==> config.mk <==
export PLATFORM = sky130hd
export DESIGN_NAME = input_batch_packer
export DESIGN_NICKNAME = d
export VERILOG_FILES = /design/src/rtl/input_batch_packer.sv
export SDC_FILE = /design/constraint.sdc
export NUM_CORES = 1
export LEC_CHECK = 0
export ABC_AREA = 1
export CAP_MARGIN = 20
export CORE_MARGIN = 8
export CORE_UTILIZATION = 40
export DETAILED_ROUTE_END_ITERATION = 6
export HOLD_SLACK_MARGIN = 0.05
export MAX_ROUTING_LAYER = met4
export PLACE_DENSITY = 0.64
export RECOVER_POWER = 50
export SYNTH_ARGS = -nofsm -noshare
export SYNTH_HDL_FRONTEND = slang
export SYNTH_SLANG_ARGS = --single-unit
==> constraint.sdc <==
create_clock -name I_rgb_clk -period 4.7 [get_ports I_rgb_clk]
set_input_delay 1.175 -clock I_rgb_clk [delete_from_list [all_inputs] [get_ports I_rgb_clk]]
set_output_delay 1.175 -clock I_rgb_clk [all_outputs]
set_load 0.02 [all_outputs]
==> src/rtl/input_batch_packer.sv <==
// input_batch_packer: packs per-channel RGB pixels into tagged batches; one-cycle valid strobe per batch.
// Optional: define INPUT_PACKER_PAD_REPEAT_EN to pad partial batches with the last valid pixel of each lane.
module input_batch_packer #(
    parameter int unsigned CHANNEL_COUNT = 3,
    parameter int unsigned PIXEL_BITS    = 8,
    parameter int unsigned BATCH_SIZE    = 16,
    parameter int unsigned MAX_WIDTH     = 1920,
    parameter int unsigned MAX_HEIGHT    = 1080,
    localparam int unsigned MAX_BATCHES  = (MAX_WIDTH + BATCH_SIZE - 1) / BATCH_SIZE,
    localparam int unsigned ADDR_BITS    = (MAX_BATCHES > 1) ? $clog2(MAX_BATCHES) : 1,
    localparam int unsigned ROW_BITS     = (MAX_HEIGHT > 1) ? $clog2(MAX_HEIGHT) : 1,
    localparam int unsigned WIDTH_BITS   = $clog2(MAX_WIDTH + 1),
    localparam int unsigned COLOR_BITS   = CHANNEL_COUNT * PIXEL_BITS,
    localparam int unsigned LANE_BITS    = BATCH_SIZE * PIXEL_BITS,
    localparam int unsigned DATA_BITS    = CHANNEL_COUNT * LANE_BITS
) (
    input  logic                  I_rgb_clk,
    input  logic                  I_rst,
    input  logic                  I_rgb_de,
    input  logic                  I_rgb_vs,
    input  logic [COLOR_BITS-1:0] I_rgb_color,
    output logic                  O_batch_valid,
    output logic [DATA_BITS-1:0]  O_batch_data,
    output logic [BATCH_SIZE-1:0] O_batch_mask,
    output logic [ADDR_BITS-1:0]  O_batch_addr,
    output logic [ROW_BITS-1:0]   O_batch_row,
    output logic                  O_batch_first,
    output logic                  O_batch_last,
    output logic [WIDTH_BITS-1:0] O_line_width,
    output logic                  O_overflow
);

    localparam int unsigned FILL_BITS = $clog2(BATCH_SIZE);

    typedef enum logic [1:0] {
        ST_WAIT_FRAME,
        ST_IDLE,
        ST_ACTIVE
    } state_t;

    state_t                state;
    logic                  de_q;
    logic                  vs_q;
    logic [FILL_BITS-1:0]  fill;
    logic                  pending;
    logic [DATA_BITS-1:0]  asm_data;
    logic [ADDR_BITS-1:0]  addr_cnt;
    logic                  addr_full;
    logic [ROW_BITS-1:0]   row_cnt;
    logic                  row_full;
    logic                  first_flag;
    logic [WIDTH_BITS-1:0] pix_cnt;

    logic                  vs_rise;
    logic                  de_fall;
    logic                  in_frame;
    logic                  emit_full;
    logic                  emit_part;
    logic                  emit;
    logic                  capture;
    logic [BATCH_SIZE-1:0] slot_used;
    logic [DATA_BITS-1:0]  emit_data;

    assign vs_rise   = I_rgb_vs & ~vs_q;
    assign de_fall   = ~I_rgb_de & de_q;
    assign in_frame  = (state != ST_WAIT_FRAME);
    assign emit_full = in_frame & pending;
    assign emit_part = (state == ST_ACTIVE) & de_fall & (fill != '0);
    assign emit      = ~vs_rise & (emit_full | emit_part);
    assign capture   = in_frame & ~vs_rise & I_rgb_de;

    // Outgoing batch: real slots from the assembly register, the rest zero or padded
    always_comb begin
        slot_used = '0;
        emit_data = '0;
        for (int k = 0; k < int'(BATCH_SIZE); k++) begin
            slot_used[k] = emit_full | (k < int'(fill));
        end
        for (int c = 0; c < int'(CHANNEL_COUNT); c++) begin
            for (int k = 0; k < int'(BATCH_SIZE); k++) begin
                if (slot_used[k]) begin
                    emit_data[c*LANE_BITS + k*PIXEL_BITS +: PIXEL_BITS] =
                        asm_data[c*LANE_BITS + k*PIXEL_BITS +: PIXEL_BITS];
                end
`ifdef INPUT_PACKER_PAD_REPEAT_EN
                else if (fill != '0) begin
                    emit_data[c*LANE_BITS + k*PIXEL_BITS +: PIXEL_BITS] =
                        asm_data[c*LANE_BITS + (int'(fill) - 1)*PIXEL_BITS +: PIXEL_BITS];
                end
`endif
            end
        end
    end

    always_ff @(posedge I_rgb_clk) begin
        if (I_rst) begin
            state         <= ST_WAIT_FRAME;
            de_q          <= 1'b0;
            vs_q          <= 1'b0;
            fill          <= '0;
            pending       <= 1'b0;
            asm_data      <= '0;
            addr_cnt      <= '0;
            addr_full     <= 1'b0;
            row_cnt       <= '0;
            row_full      <= 1'b0;
            first_flag    <= 1'b0;
            pix_cnt       <= '0;
            O_batch_valid <= 1'b0;
            O_batch_data  <= '0;
            O_batch_mask  <= '0;
            O_batch_addr  <= '0;
            O_batch_row   <= '0;
            O_batch_first <= 1'b0;
            O_batch_last  <= 1'b0;
            O_line_width  <= '0;
            O_overflow    <= 1'b0;
        end else begin
            de_q          <= I_rgb_de;
            vs_q          <= I_rgb_vs;
            O_batch_valid <= 1'b0;

            if (vs_rise) begin
                // Frame start: drop any batch in flight and restart line/row tracking
                state      <= ST_IDLE;
                fill       <= '0;
                pending    <= 1'b0;
                addr_cnt   <= '0;
                addr_full  <= 1'b0;
                row_cnt    <= '0;
                row_full   <= 1'b0;
                first_flag <= 1'b1;
                pix_cnt    <= '0;
                O_overflow <= 1'b0;
            end else if (in_frame) begin
                pending <= 1'b0;

                if (emit) begin
                    O_batch_valid <= 1'b1;
                    O_batch_data  <= emit_data;
                    O_batch_mask  <= slot_used;
                    O_batch_addr  <= addr_cnt;
                    O_batch_row   <= row_cnt;
                    O_batch_first <= first_flag;
                    O_batch_last  <= ~I_rgb_de;
                    first_flag    <= 1'b0;
                    if (addr_full || row_full) begin
                        O_overflow <= 1'b1;
                    end
                    // A batch is last when DE is already low at the emission edge
                    if (!I_rgb_de) begin
                        addr_cnt  <= '0;
                        addr_full <= 1'b0;
                        if (row_cnt == ROW_BITS'(MAX_HEIGHT - 1)) begin
                            row_full <= 1'b1;
                        end else begin
                            row_cnt <= row_cnt + ROW_BITS'(1);
                        end
                    end else if (addr_cnt == ADDR_BITS'(MAX_BATCHES - 1)) begin
                        addr_full <= 1'b1;
                    end else begin
                        addr_cnt <= addr_cnt + ADDR_BITS'(1);
                    end
                end

                if (capture) begin
                    state <= ST_ACTIVE;
                    for (int c = 0; c < int'(CHANNEL_COUNT); c++) begin
                        asm_data[c*LANE_BITS + int'(fill)*PIXEL_BITS +: PIXEL_BITS] <=
                            I_rgb_color[c*PIXEL_BITS +: PIXEL_BITS];
                    end
                    if (fill == FILL_BITS'(BATCH_SIZE - 1)) begin
                        fill    <= '0;
                        pending <= 1'b1;
                    end else begin
                        fill <= fill + FILL_BITS'(1);
                    end
                    if (pix_cnt != WIDTH_BITS'(MAX_WIDTH)) begin
                        pix_cnt <= pix_cnt + WIDTH_BITS'(1);
                    end
                end else if (de_fall && (state == ST_ACTIVE)) begin
                    state        <= ST_IDLE;
                    fill         <= '0;
                    O_line_width <= pix_cnt;
                    pix_cnt      <= '0;
                end
            end
        end
    end

endmodule

# ---- Yosys cells after proc, flatten, opt, wreduce, memory -nomap -nowiden
# Cells that the tools add are included.
dict set report totals {
  regBits 858
  input_bits 28
  elab_cells 183
}
dict set report op_classes {
  n_addsub 9
  n_lt_le_gt_ge 15
  eq_ne 8
  n_shift 6
  n_mux 71
  bitwise_logic 30
  reduce_logical 22
}
# op n
set op_table {}
lappend op_table {{$bwmux 384} 3}
lappend op_table {{$shift 8x34->384 const A} 3}
lappend op_table {{$shiftx 8x34->384} 3}
lappend op_table {{$mux 8} 48}
lappend op_table {{$neg 10->34} 1}
lappend op_table {{$neg 7->34} 1}
lappend op_table {{$neg 9->34} 1}
lappend op_table {{$mux 11} 3}
lappend op_table {{$lt 4x4->1 const A} 7}
lappend op_table {{$add 11x1->11 const B} 2}
lappend op_table {{$reduce_and 3->1} 6}
lappend op_table {{$lt 3x4->1 const A} 4}
lappend op_table {{$or 1x1->1} 16}
lappend op_table {{$mux 7} 2}
lappend op_table {{$mux 4} 3}
lappend op_table {{$reduce_and 4->1} 3}
lappend op_table {{$eq 11x11->1 const B} 1}
lappend op_table {{$ne 11x11->1 const B} 1}
lappend op_table {{$add 9x7->10 const A} 1}
lappend op_table {{$mux 1} 10}
lappend op_table {{$add 8x7->9 const A} 1}
lappend op_table {{$and 1x1->1} 8}
lappend op_table {{$lt 1x4->1 const A} 2}
lappend op_table {{$lt 2x4->1 const A} 2}
lappend op_table {{other kinds (17)} 29}

# ---- Longest topological paths before layout
# Gate-level depths: netlist of run 1.
dict set report logic_depth {
  depth_word 9
  ltp_mapped 18
  mapped_depth_nobuf 15
}

# ---- Least setup slack after synthesis of run 1
# No wires, ideal clock.
dict set report synth_path {
  path_kind {input port to flip-flop}
  startpoint {input I_rgb_vs}
  endpoint {register fill[0]}
  setup_time_ns 0.132
  arrival_time_ns 2.456
  required_time_ns 4.568
  path_slack_ns 2.111
  cell_stages 10
  path_cell_list {inv_1 nor2_1 nor2_4 nand2_1 buf_2 buf_4 buf_2 nor2_1 o21ai_0 a21oi_1}
}
dict set report synth_between {
  elab_chain_len 6
  elab_cells_between_ends 8
}
# item line_no
set synth_rtl {}
lappend synth_rtl {{from (decl)} 20} ;# input logic I_rgb_vs,
lappend synth_rtl {{$and 1x1->1 *} 64} ;# assign vs_rise = I_rgb_vs & ~vs_q;
lappend synth_rtl {{$not 1->1 (no line)} -}
lappend synth_rtl {{$and 1x1->1 (2 in a row)} 70} ;# assign capture = in_frame & ~vs_rise & I_rgb_de;
lappend synth_rtl {{$reduce_bool 2->1 (no line)} -}
lappend synth_rtl {{$reduce_and 2->1 (no line)} -}
lappend synth_rtl {{to (signal assigned)} 176} ;# fill <= fill + FILL_BITS'(1);
lappend synth_rtl {{to (decl)} 44} ;# logic [FILL_BITS-1:0] fill;
# Every way passes the cells marked *; elsewhere a longest branch is shown, timed or not.
# A chain may end at the register's enable or synchronous reset.

# ---- Worst setup path after layout of run 1
dict set report layout_path {
  startpoint {input I_rgb_vs}
  endpoint {register asm_data[331]}
}
dict set report layout_between {
  elab_chain_len 5
}
# item line_no
set layout_rtl {}
lappend layout_rtl {{$and 1x1->1 *} 64}
lappend layout_rtl {{$not 1->1 (no line) *} -}
lappend layout_rtl {{$and 1x1->1 (2 in a row)} 70}
lappend layout_rtl {{$reduce_and 3->1 (no line) *} -}
lappend layout_rtl {{to (signal, indexed assignment)} 169} ;# asm_data[c*LANE_BITS + int'(fill)*PIXEL_BITS +: PIXEL_BITS] <=
lappend layout_rtl {{to (decl)} 46} ;# logic [DATA_BITS-1:0] asm_data;
# Marks and branches as above.

==> metrics.txt, run 1 <==
# TYPE chip_impl_metric gauge
chip_impl_metric{name="drt-vias-per-instance",unit=""} 5.53
chip_impl_info{name="worst-setup-path-type",value="in2reg"} 1
chip_impl_metric{name="hpwlAfterDp",unit="um"} 103000
chip_impl_metric{name="maxCapViolCount",unit=""} 0
chip_impl_metric{name="power.density",unit="nW/um^2"} 366
chip_impl_metric{name="placed_cell_area",unit="um^2"} 39600
chip_impl_metric{name="die_area",unit="um^2"} 95000
chip_impl_metric{name="initial_core_util",unit=""} 0.403
chip_impl_metric{name="grt_use_total",unit=""} 0.290
chip_impl_metric{name="grt_overflow_total",unit=""} 0
chip_impl_metric{name="postRouteWirelength",unit="um"} 141000
chip_impl_metric{name="tritoncts_num_sinks",unit=""} 858
chip_impl_metric{name="grt_start_max_net_pins",unit=""} 178
chip_impl_info{name="setup.worst_path.end_class",value="register"} 1
chip_impl_metric{name="routed-via-count",unit=""} 33174
chip_impl_metric{name="fmax",unit="GHz"} 0.238
chip_impl_metric{name="worst_pin_slew",unit="ns"} 1.40
chip_impl_info{name="cts_tree",value="yes"} 1
chip_impl_metric{name="period_needed",unit="ns"} 4.20
chip_impl_metric{name="vdd_ir_drop_max",unit="mV"} 0.306
chip_impl_metric{name="hold_slack",unit="ns"} 0.442
chip_impl_metric{name="grt_use_met1",unit=""} 0.352
chip_impl_metric{name="yosys_warnings",unit=""} 0
chip_impl_metric{name="cts_post_setup_buffers_inserted",unit=""} 0
chip_impl_info{name="cts_root_buf",value="sky130_fd_sc_hd__clkbuf_16"} 1
chip_impl_metric{name="fin_nets",unit=""} 4802
chip_impl_metric{name="design_area",unit="um^2"} 42700
chip_impl_metric{name="ioPinCount",unit=""} 461
chip_impl_metric{name="detail_route.drc_violations",unit=""} 3
chip_impl_metric{name="timing.final.setup_violations",unit=""} 0
chip_impl_metric{name="power.total",unit="mW"} 15.6
chip_impl_info{name="synthFlopType",value="sky130_fd_sc_hd__dfxtp_1"} 1
chip_impl_metric{name="finClkSkew",unit="ns"} 0.0350
chip_impl_metric{name="timing_max_transition_violations_final",unit=""} 0
chip_impl_metric{name="synthesis.area_per_instance",unit="um^2"} 7.70
chip_impl_info{name="kind_of_cell_adding_the_most_delay_to_the_critical_path",value="simple AND/OR/NAND/NOR gates"} 1
chip_impl_metric{name="worst-endpoint-arrival",unit="ns"} 4.71
chip_impl_metric{name="clock_path_buffers",unit=""} 3
chip_impl_metric{name="synth_xor_area_frac",unit=""} 0.00333
chip_impl_info{name="crit_chain",value="dlygate4sd3_1 -> inv_1 -> nor2_1 -> nor2_4 -> nand2_1 -> clkbuf_2 -> nor2_1 -> inv_1 -> nand2_1 -> a21oi_1"} 1
chip_impl_metric{name="p_leak",unit="nW"} 17.1
chip_impl_info{name="unrepaired_setup_endpoints_after_global_routing",value="false"} 1
chip_impl_metric{name="post_synthesis_simple_gate_area_fraction",unit=""} 0.235
chip_impl_metric{name="postRouteAntennaNets",unit=""} 0
chip_impl_metric{name="rows",unit=""} 107
chip_impl_metric{name="syn2layout_area_growth",unit="%"} 25.0
chip_impl_metric{name="cts_inserted_buffers",unit=""} 91
chip_impl_metric{name="core-area",unit="um^2"} 84900
chip_impl_metric{name="gp_congestion",unit=""} 1.01
chip_impl_metric{name="detailedRoute.firstPassIterationCount",unit=""} 7
chip_impl_metric{name="cts.reportedPaths.clkPinSlew",unit="ns"} 0.06
chip_impl_metric{name="synth.mux.area_fraction",unit=""} 0
chip_impl_metric{name="grt_first_pass_wirelength",unit="um"} 205000
chip_impl_info{name="status",value="finished with violations"} 1
chip_impl_metric{name="die_height",unit="um"} 308
chip_impl_metric{name="final_util",unit=""} 0.503
chip_impl_metric{name="syn_inst",unit=""} 4440
chip_impl_info{name="combinational_family_with_the_most_area_after_synthesis",value="simple AND/OR/NAND/NOR gates"} 1
chip_impl_metric{name="clk_latency",unit="ns"} 0.66
chip_impl_metric{name="crit_buf_inv",unit=""} 4
chip_impl_metric{name="yosysUniqueCellTypes",unit=""} 49
chip_impl_info{name="timing.hold.worst.class",value="reg2reg"} 1
chip_impl_metric{name="max-slew-margin-rel",unit=""} 0.0676
chip_impl_metric{name="synth-compound-area-share",unit=""} 0.171
chip_impl_metric{name="tns",unit="ns"} 0
chip_impl_metric{name="ys_seq_elements",unit=""} 858
chip_impl_metric{name="met3_usage",unit=""} 0.0762
chip_impl_metric{name="synth_sequential_area_ratio",unit=""} 0.503
chip_impl_metric{name="route.detailed.wl_per_inst",unit="um"} 23.6
chip_impl_info{name="layer_with_the_highest_usage",value="met2"} 1
chip_impl_metric{name="io_buffers",unit=""} 460
chip_impl_metric{name="layout-drive-gt1-share",unit=""} 0.0641
chip_impl_metric{name="number_of_global_route_vias_before_repair",unit=""} 31169
chip_impl_metric{name="report.final.hold_viol_count",unit=""} 0
chip_impl_metric{name="h-tree-depth",unit=""} 3
chip_impl_metric{name="post-route-period-util",unit=""} 0.893
chip_impl_metric{name="post_synth_fa_ha_maj_area_fraction",unit=""} 0.00403
chip_impl_metric{name="max_stage_delay",unit="ns"} 1.02
chip_impl_metric{name="crit_path_max_fanout",unit=""} 29
chip_impl_metric{name="synth-edff-count",unit=""} 0
chip_impl_metric{name="grt_antenna_before_repair",unit=""} 13
chip_impl_metric{name="asyncSetResetFlopFracSynth",unit=""} 0
chip_impl_metric{name="netlist_area",unit="um^2"} 34200
chip_impl_info{name="critical_path.startpoint_type",value="primary input"} 1
chip_impl_metric{name="initialDrtViolationCount",unit=""} 4112
chip_impl_metric{name="critPathRequiredTime",unit="ns"} 5.21
chip_impl_info{name="violations",value="DRC"} 1
chip_impl_metric{name="die_width",unit="um"} 308
chip_impl_info{name="critPathSlowestCell",value="sky130_fd_sc_hd__nor2_1"} 1
chip_impl_metric{name="groute.layer.met2.usage",unit=""} 0.461
chip_impl_metric{name="postCtsHoldBufs",unit=""} 0
chip_impl_metric{name="post_cts_resized",unit=""} 0
chip_impl_metric{name="mappedNetlistNets",unit=""} 4479
chip_impl_metric{name="final.fill_count",unit=""} 8462
## cells in the mapped netlist, types with 2 or more instances
cell type / number / area, um^2
sky130_fd_sc_hd__dfxtp_1: 858 / 17200
sky130_fd_sc_hd__nand3_1: 666 / 3330
sky130_fd_sc_hd__nand2_1: 615 / 2310
sky130_fd_sc_hd__o21ai_0: 537 / 2690
sky130_fd_sc_hd__inv_1: 367 / 1380
sky130_fd_sc_hd__nor2_1: 341 / 1280
sky130_fd_sc_hd__a21oi_1: 292 / 1460
sky130_fd_sc_hd__clkbuf_1: 162 / 608
sky130_fd_sc_hd__a31oi_1: 110 / 688
sky130_fd_sc_hd__buf_2: 107 / 536
sky130_fd_sc_hd__nor3_1: 60 / 300
sky130_fd_sc_hd__o22ai_1: 37 / 231
sky130_fd_sc_hd__nand4_1: 29 / 181
sky130_fd_sc_hd__inv_2: 28 / 105
sky130_fd_sc_hd__a32o_1: 24 / 240
sky130_fd_sc_hd__nand2_2: 22 / 138
sky130_fd_sc_hd__buf_1: 20 / 75.1
sky130_fd_sc_hd__nor2_2: 18 / 113
sky130_fd_sc_hd__a32oi_1: 16 / 140
sky130_fd_sc_hd__buf_4: 16 / 120
sky130_fd_sc_hd__nor2_4: 14 / 158
sky130_fd_sc_hd__xor2_1: 13 / 114
sky130_fd_sc_hd__a41oi_1: 12 / 105
sky130_fd_sc_hd__ha_1: 11 / 138
sky130_fd_sc_hd__a211oi_1: 8 / 60.1
sky130_fd_sc_hd__o21a_1: 8 / 60.1
sky130_fd_sc_hd__o21ai_1: 7 / 35.0
sky130_fd_sc_hd__nand2_4: 5 / 56.3
sky130_fd_sc_hd__nor3_2: 5 / 50.1
sky130_fd_sc_hd__buf_6: 4 / 45.0
sky130_fd_sc_hd__o211ai_1: 4 / 30.0
sky130_fd_sc_hd__clkinv_1: 3 / 11.3
sky130_fd_sc_hd__or2_2: 3 / 18.8
sky130_fd_sc_hd__a21oi_2: 2 / 17.5
sky130_fd_sc_hd__o31ai_1: 2 / 15.0
## kinds of logic after synthesis
family	Yosys count
and+or+nand+nor	1785
AOI/OAI and AO/OA	1066
DFF	858
buffers and inverters	707
xor gates and xnor gates	13
adders and majority gates	11
## layer usage
layer | part of all wire | vias up | routed length, um
met2 | 0.47 | 1475 | 65800
met5 | 0 | - | 0
met3 | 0.099 | 301 | 13900
met4 | 0.042 | 0 | 5910
met1 | 0.39 | 15719 | 55700
li1 | - | 15679 | -
## path summary, 6_finish.rpt
check,startpoint,end,slack (ns),depth (start not counted)
worst max register to register,fill[0],O_batch_data[145],0.63,9
worst min register to register,asm_data[301],O_batch_data[301],0.44,2
worst max-delay path,I_rgb_vs,asm_data[331],0.50,10
worst min-delay path,asm_data[301],O_batch_data[301],0.44,2
## stage by stage
stage | worst slack, ns | std cells
floorplan | 2.11 | 4440
global placement | 0.693 | 5813
detailed placement | 0.652 | 5814
CTS | 0.992 | 5979
global route | 0.375 | 5991
finish | 0.504 | 5994
## cells in the final DEF (no fill, tap or decap), drive strengths merged, types with 12 or more instances in the layout
cell type and count:
clkbuf 142, a21oi 294, bufinv 13, diode 15, a32oi 16, clkdlybuf4s50 24, nand2 643, nand3 668
buf 70, dfxtp 858, clkinv 16, nor2 373, dlygate4sd3 435, a31oi 110, nor3 65, o21ai 545
a32o 24, nand4 30, a41oi 12, xor2 13, inv 399, o22ai 37
## state kept, by name (all words and copies together) (netlist names)
register,count
O_batch_data,384
O_line_width,11
O_batch_valid,1
row_full,1
asm_data,384
pix_cnt,11
O_batch_mask,16
O_batch_addr,7
first_flag,1
O_overflow,1
addr_cnt,7
row_cnt,11
O_batch_last,1
O_batch_first,1
de_q,1
vs_q,1
addr_full,1
state,2
O_batch_row,11
fill,4
pending,1
## power breakdown
part / internal [mW] / leakage, nW / switching [mW]
Combinational: 0.102 / 8.60 / 0.452
Clock: 4.70 / 1.58 / 3.08
Sequential: 7.29 / 6.91 / 0.0168
Total: 12.1 / 17.1 / 3.55
## tightest hold or removal path: stages, from the launching register on
cell                      delay, ns
sky130_fd_sc_hd__dfxtp_1       0.31
sky130_fd_sc_hd__nand3_1       0.08
sky130_fd_sc_hd__nand2_1       0.04
## final cells by class
type	instances	area (um^2)	share of cell area
tap	1144	1430	0.0335
clock buffer	132	2690	0.0631
clock inverter	33	532	0.0125
multi-input combinational	2875	14100	0.330
timing repair buffer	539	5250	0.123
inverter	398	1500	0.0352
sequential	858	17200	0.402
antenna	15	37.5	0.000879
(Power assumes the default switching activity.)
==> inputs of run 2 (changes only) <==
--- a/config.mk
+++ b/config.mk
@@ -14,6 +14,7 @@
 export MAX_ROUTING_LAYER = met4
 export PLACE_DENSITY = 0.64
 export RECOVER_POWER = 50
+export SETUP_SLACK_MARGIN = 0.5
 export SYNTH_ARGS = -nofsm -noshare
 export SYNTH_HDL_FRONTEND = slang
 export SYNTH_SLANG_ARGS = --single-unit
==> results of run 2 <==
Same layout as run 1: the final DEF is identical, and so are final timing and power.
